[src/rtl/spi_xfer_ctrl.sv]
// SPI mode-0 transfer sequencer. It pops a word from the TX FIFO, shifts it out MSB first
// while capturing MISO, pushes the received word to the RX FIFO, and keeps CS low for bursts.
module spi_xfer_ctrl #(
  parameter int DATA_WIDTH = 32,
  parameter int DIV_WIDTH  = 8
) (
  input  logic                  clk_i,
  input  logic                  reset_n_i,
  input  logic                  enable_i,
  input  logic [DIV_WIDTH-1:0]  clk_div_i,
  input  logic                  tx_empty_i,
  input  logic [DATA_WIDTH-1:0] tx_data_i,
  output logic                  tx_rd_o,
  input  logic                  rx_full_i,
  output logic                  rx_wr_o,
  output logic [DATA_WIDTH-1:0] rx_data_o,
  output logic                  sclk_o,
  output logic                  mosi_o,
  input  logic                  miso_i,
  output logic                  cs_n_o,
  output logic                  busy_o
);

  // state | meaning
  // IDLE  | CS high, waiting for enable, TX data and RX space
  // LOAD  | pop TX head into shift register, drop CS
  // SHIFT | clock out DATA_WIDTH bits, sample MISO on SCLK rise
  // PUSH  | write received word to RX, chain next word if possible
  // HOLD  | keep CS low one half period before releasing it
  typedef enum logic [2:0] {
    ST_IDLE,
    ST_LOAD,
    ST_SHIFT,
    ST_PUSH,
    ST_HOLD
  } state_t;

  localparam int CNT_W = $clog2(DATA_WIDTH + 1);

  state_t                r_state;
  logic [DATA_WIDTH-1:0] r_shreg;
  logic [CNT_W-1:0]      r_bitcnt;
  logic [DIV_WIDTH-1:0]  r_div_cnt;
  logic [DIV_WIDTH-1:0]  r_div_lat;
  logic                  r_sclk;
  logic                  r_sample;
  logic                  r_cs_n;
  logic                  r_tx_rd;
  logic                  r_rx_wr;
  logic [DATA_WIDTH-1:0] r_rx_data;

  logic                  w_start;
  logic                  w_div_done;
  logic                  w_last_bit;
  logic [DATA_WIDTH-1:0] w_shreg_next;

  assign w_start      = enable_i & ~tx_empty_i & ~rx_full_i;
  assign w_div_done   = (r_div_cnt == '0);
  assign w_last_bit   = (r_bitcnt == CNT_W'(1));
  assign w_shreg_next = {r_shreg[DATA_WIDTH-2:0], r_sample};

  always_ff @(posedge clk_i or negedge reset_n_i) begin
    if (!reset_n_i) begin
      r_state   <= ST_IDLE;
      r_shreg   <= '0;
      r_bitcnt  <= '0;
      r_div_cnt <= '0;
      r_div_lat <= '0;
      r_sclk    <= 1'b0;
      r_sample  <= 1'b0;
      r_cs_n    <= 1'b1;
      r_tx_rd   <= 1'b0;
      r_rx_wr   <= 1'b0;
      r_rx_data <= '0;
    end else begin
      r_tx_rd <= 1'b0;
      r_rx_wr <= 1'b0;
      case (r_state)
        ST_IDLE: begin
          r_cs_n <= 1'b1;
          r_sclk <= 1'b0;
          if (w_start) begin
            r_div_lat <= clk_div_i;
            r_tx_rd   <= 1'b1;
            r_state   <= ST_LOAD;
          end
        end
        ST_LOAD: begin
          r_shreg   <= tx_data_i;
          r_bitcnt  <= CNT_W'(DATA_WIDTH);
          r_cs_n    <= 1'b0;
          r_div_cnt <= r_div_lat;
          r_state   <= ST_SHIFT;
        end
        ST_SHIFT: begin
          if (w_div_done) begin
            r_div_cnt <= r_div_lat;
            r_sclk    <= ~r_sclk;
            if (!r_sclk) begin
              r_sample <= miso_i;
            end else begin
              r_shreg  <= w_shreg_next;
              r_bitcnt <= r_bitcnt - CNT_W'(1);
              // The push strobe and data are registered here so PUSH presents them directly.
              if (w_last_bit) begin
                r_rx_wr   <= 1'b1;
                r_rx_data <= w_shreg_next;
                r_state   <= ST_PUSH;
              end
            end
          end else begin
            r_div_cnt <= r_div_cnt - DIV_WIDTH'(1);
          end
        end
        ST_PUSH: begin
          if (w_start) begin
            r_tx_rd <= 1'b1;
            r_state <= ST_LOAD;
          end else begin
            r_div_cnt <= r_div_lat;
            r_state   <= ST_HOLD;
          end
        end
        ST_HOLD: begin
          if (w_div_done) begin
            r_cs_n  <= 1'b1;
            r_state <= ST_IDLE;
          end else begin
            r_div_cnt <= r_div_cnt - DIV_WIDTH'(1);
          end
        end
        default: begin
          r_cs_n  <= 1'b1;
          r_sclk  <= 1'b0;
          r_state <= ST_IDLE;
        end
      endcase
    end
  end

  assign tx_rd_o   = r_tx_rd;
  assign rx_wr_o   = r_rx_wr;
  assign rx_data_o = r_rx_data;
  assign sclk_o    = r_sclk;
  assign mosi_o    = (r_state == ST_SHIFT) & r_shreg[DATA_WIDTH-1];
  assign cs_n_o    = r_cs_n;
  assign busy_o    = (r_state != ST_IDLE);

endmodule

[config.mk]
export PLATFORM = sky130hd
export DESIGN_NAME = spi_xfer_ctrl
export DESIGN_NICKNAME = d
export VERILOG_FILES = /design/src/rtl/spi_xfer_ctrl.sv
export SDC_FILE = /design/constraint.sdc
export NUM_CORES = 1
export LEC_CHECK = 0
export ABC_AREA = 1
export BUFFER_PORTS_ARGS = -buffer_cell sky130_fd_sc_hd__buf_2
export CORE_ASPECT_RATIO = 1.2
export CORE_MARGIN = 2
export CORE_UTILIZATION = 35
export DETAILED_ROUTE_END_ITERATION = 7
export SYNTH_ARGS = -nofsm -noshare
export SYNTH_HDL_FRONTEND = slang
export SYNTH_SLANG_ARGS = --single-unit
[constraint.sdc]
create_clock -name clk_i -period 1.51 [get_ports clk_i]
set_clock_uncertainty 0.1 [all_clocks]
set_input_delay 0.0755 -clock clk_i [delete_from_list [all_inputs] [get_ports clk_i]]
set_output_delay 0.0755 -clock clk_i [all_outputs]
set_load 0.02 [all_outputs]
==> results.md <==
- Run status: finished, violations left
- Failing checks: negative setup slack
- Post-layout nets: 745
- VDD IR-drop max: 864 uV
- Syn Area/Cell: 8.69 um^2
- Worst hold path class: in2reg
- Synth Instances: between 500 and 600
- Overall die area: between 0.01 and 0.015 mm^2
- Routed Antenna Nets: 0
- Async set-or-reset flop fraction in the synthesized netlist: 100%
- Worst setup slack after placement: -0.149 ns
- Overall die height: about 130 um
- Leakage power: 3.35 nW
- Startpoint-to-endpoint class of the critical path: reg2reg
- Part of the power in the clock network: 18.2%
- DR vias: 3,972
- IO buf count: 83
- Depth of the most critical reg-to-reg path: 9
- Chain of cells forming the critical path: inv_2, nand3_1, buf_4, nor2_4, nor2_4, buf_6, buf_4, nand2_1, nand2_1
- Slack of the worst reg-to-reg path: -0.14 ns
- Warning count from the yosys run: 0
- Most frequent standard cell in the layout excluding fill and tap cells: sky130_fd_sc_hd__nand2_1
- Std-Cell Rows: 45
- Violation count after the first detailed-routing iteration: 221
- Max Cap Viol: 0
- Final sum of negative setup slack: -5.63 ns
- Number of antenna violations at the first check in global routing: 0
- Core Footprint: 0.0126 mm^2
- CTS buffer count: 9
- Most area-hungry cell type in the Yosys netlist: sky130_fd_sc_hd__dfrtp_1
- HPWL after DPL: 6490 um
- Insertion delay to the later sink of the worst-skew pair: 0.34 ns
- Post-layout utilization of the core: 52.7%
- CTS sink count: 94
- Pin count of the biggest net entering global routing: 95
- Worst hold path stage count: 5
- Minimum period implied by the final worst setup slack: 1.65 ns
- DRC violation count after routing: 0
- Count of H-tree levels built during CTS: 3
- Worst slew margin relative to its limit: 66.1%
- Starting Density: 35.7%
- Total routed wirelength: 11,300 um
- Global placement routability congestion: 0.832
- Cells taking the most area after synthesis: sky130_fd_sc_hd__dfrtp_1 (52%), sky130_fd_sc_hd__nand2_1 (13%), sky130_fd_sc_hd__o21ai_0 (5.8%)
- Number of distinct library cells after synthesis: 31
- Fin crit share: 109%
- First-pass GRT wire length: 18,800 um
- Number of top-level pins: 84
- GRT Util Overall: between 10% and 20%
- Post-CTS clock slew at the launch and capture registers of the worst setup and hold paths: 0.07 ns
- Portion of the post-synthesis area used by sequential elements: 52.5%
- Via count of the first global-routing pass: 4,016
- Via density: 4.60
- Power density over the cells: 1940 mW/mm^2
- CTS tree: built
- Fin worst setup slack: -0.141 ns
- Syn-to-layout area delta: 47.6%
- Buffer cell driving the clock tree root: sky130_fd_sc_hd__clkbuf_16
- Final Power: 12.8 mW
- Slowest stage cell on the critical path: sky130_fd_sc_hd__dfrtp_2
- Total count of hold-check failures in the final report: 0
- Worst reg2reg path endpoint: r_div_cnt[4]
- Die X-Extent: 107 um
- Length of the first detailed-routing pass in iterations: 5
- Cell-internal power: 7.76 mW
- Fraction of power spent switching nets: between 30% and 40%
- Slew at the pin closest to its max-slew limit: 0.509 ns
- Syn Nets: 566
- Peak clock frequency supported by timing: just over 600 MHz
- Filler cell count: roughly 1,100
- Fraction of final layout cells sized beyond drive strength 1: between 30% and 40%
- Startpoint of the most critical register-to-register path: r_state[1]
- Type of destination of the critical path: flop
- Hold Startpoint: tx_data_i[24]
- CP Max Fanout: 5
- Hold Path End: r_shreg[24]
- Number of setup violations in the final report: 81
- Unrepaired setup endpoints after global routing: true
- Startpoint Class: flop
- Mapped Area: 0.00448 mm^2
- Post-synth EDFFs: 0
- Detailed-route wire length per cell: about 13 um
- Longest Clk Path Bufs: 2
- Post-synthesis register bit count: 94
- Main synth FF type: sky130_fd_sc_hd__dfrtp_1
- Antenna diode instance count: 0
- Longest individual stage delay on the worst path: 0.46 ns
- Most used cells in the layout excluding fill and tap cells: sky130_fd_sc_hd__nand2_1 (141), sky130_fd_sc_hd__dfrtp_1 (91), sky130_fd_sc_hd__buf_2 (81), sky130_fd_sc_hd__o21ai_1 (52), sky130_fd_sc_hd__buf_4 (46)
- Combinational cell fraction of total power: 53.3%
- Count of final max-slew check failures: 0
- Arrival time worst endpoint: 1.79 ns
- Net switching power: 5.09 mW
- Fraction of synthesized cell area taken by the top area cell type: 51.9%
- Data required time of the worst path: about 1.6 ns
- Total gr overflow: 0
- Share of total power in sequential cells: 28.5%
-- logic make-up after synthesis --
family | count (synthesis) | synth area share [%]
and+or+nand+nor | 213 | 19.7
DFF | 94 | 52.5
AOI/OAI and AO/OA | 115 | 14.8
buffers and inverters | 75 | 8.57
muxes | 8 | 2.01
adders and majority gates | 4 | 1.12
xor gates and xnor gates | 7 | 1.37
-- cell type report --
class                      count  area, um^2  share of cell area, %
multi-input combinational    347        1920                   29.0
sequential                    94        2360                   35.6
clock buffer                   9         225                   3.40
clock inverter                 7        78.8                   1.19
tap                          164         205                   3.10
timing repair buffer         191        1630                   24.6
inverter                      52         205                   3.10
-- how the worst max path moves through the flow --
stage	slack [ns]	end	start	depth (start not counted)
6_report	-0.14	r_div_cnt[4]	r_state[1]	9
5_1_grt	-0.24	r_div_cnt[3]	r_state[1]	9
4_1_cts	-0.10	r_shreg[3]	r_state[2]	10
3_5_place_dp	-0.15	rx_data_o[21]	r_state[2]	9
3_3_place_gp	-0.13	rx_data_o[20]	r_state[2]	9
2_1_floorplan	-0.06	rx_data_o[3]	r_div_cnt[2]	10
-- sequential cells by signal, summed over array words and instances, names as in the netlist --
signal and flops:
rx_wr_o 1, cs_n_o 1, r_shreg 32, r_div_cnt 8, r_div_lat 8, tx_rd_o 1
sclk_o 1, r_state 3, r_sample 1, r_bitcnt 6, rx_data_o 32
-- per-stage QoR --
step	cell area [um^2]	hold WS (ns)	std cells
2_1_floorplan	4530	-0.320	516
3_3_place_gp	5370	0.0722	783
3_5_place_dp	5370	0.0780	783
4_1_cts	6450	0.0285	857
5_1_grt	6620	0.0691	864
6_report	6620	0.0443	864
-- critical path: cells and delay by family (launching register included) --
family        cells  cell delay, ns
buf+inv           4            0.55
flops             1            0.46
simple gates      5            0.44
-- synth_stat cells (2+ instances only) --
cell and number:
sky130_fd_sc_hd__inv_1 48, sky130_fd_sc_hd__o21ai_0 52, sky130_fd_sc_hd__a21oi_1 4, sky130_fd_sc_hd__inv_2 3, sky130_fd_sc_hd__xor2_1 5, sky130_fd_sc_hd__o21ai_2 22
sky130_fd_sc_hd__ha_1 4, sky130_fd_sc_hd__clkbuf_1 7, sky130_fd_sc_hd__dfrtp_1 93, sky130_fd_sc_hd__mux2_2 8, sky130_fd_sc_hd__o21ai_1 35, sky130_fd_sc_hd__nand2_2 15
sky130_fd_sc_hd__xnor2_1 2, sky130_fd_sc_hd__buf_2 5, sky130_fd_sc_hd__nand3_1 8, sky130_fd_sc_hd__nand2_1 157, sky130_fd_sc_hd__nor2_1 27, sky130_fd_sc_hd__buf_6 5
sky130_fd_sc_hd__buf_12 3, sky130_fd_sc_hd__nor3_1 2
-- power groups by stage --
stage          combinational, mW  clock [mW]  sequential [mW]
2_1_floorplan               3.98           0             3.70
3_3_place_gp                5.58           0             3.65
3_5_place_dp                5.65           0             3.68
4_1_cts                     6.54        2.39             3.65
5_1_grt                     7.61        2.50             3.74
6_report                    6.84        2.34             3.66
-- repair_timing --
action,4_1_cts,5_1_grt
pin swaps,4,3
endpoints found under the setup margin,80,93
gates cloned,5,3
hold buffers,41,0
gates resized for setup,41,36
hold endpoints to repair,133,0
setup buffers,12,4
-- metal layers --
layer / GRT usage, % / routed length (um) / up-vias
met5: 0 / 0 / -
met2: 28.7 / 5510 / 99
met1: 22.2 / 5210 / 1858
li1: - / - / 2000
met3: 2.85 / 475 / 15
met4: 5.65 / 155 / 0
No activity file was read; power rests on OpenSTA's default activity.
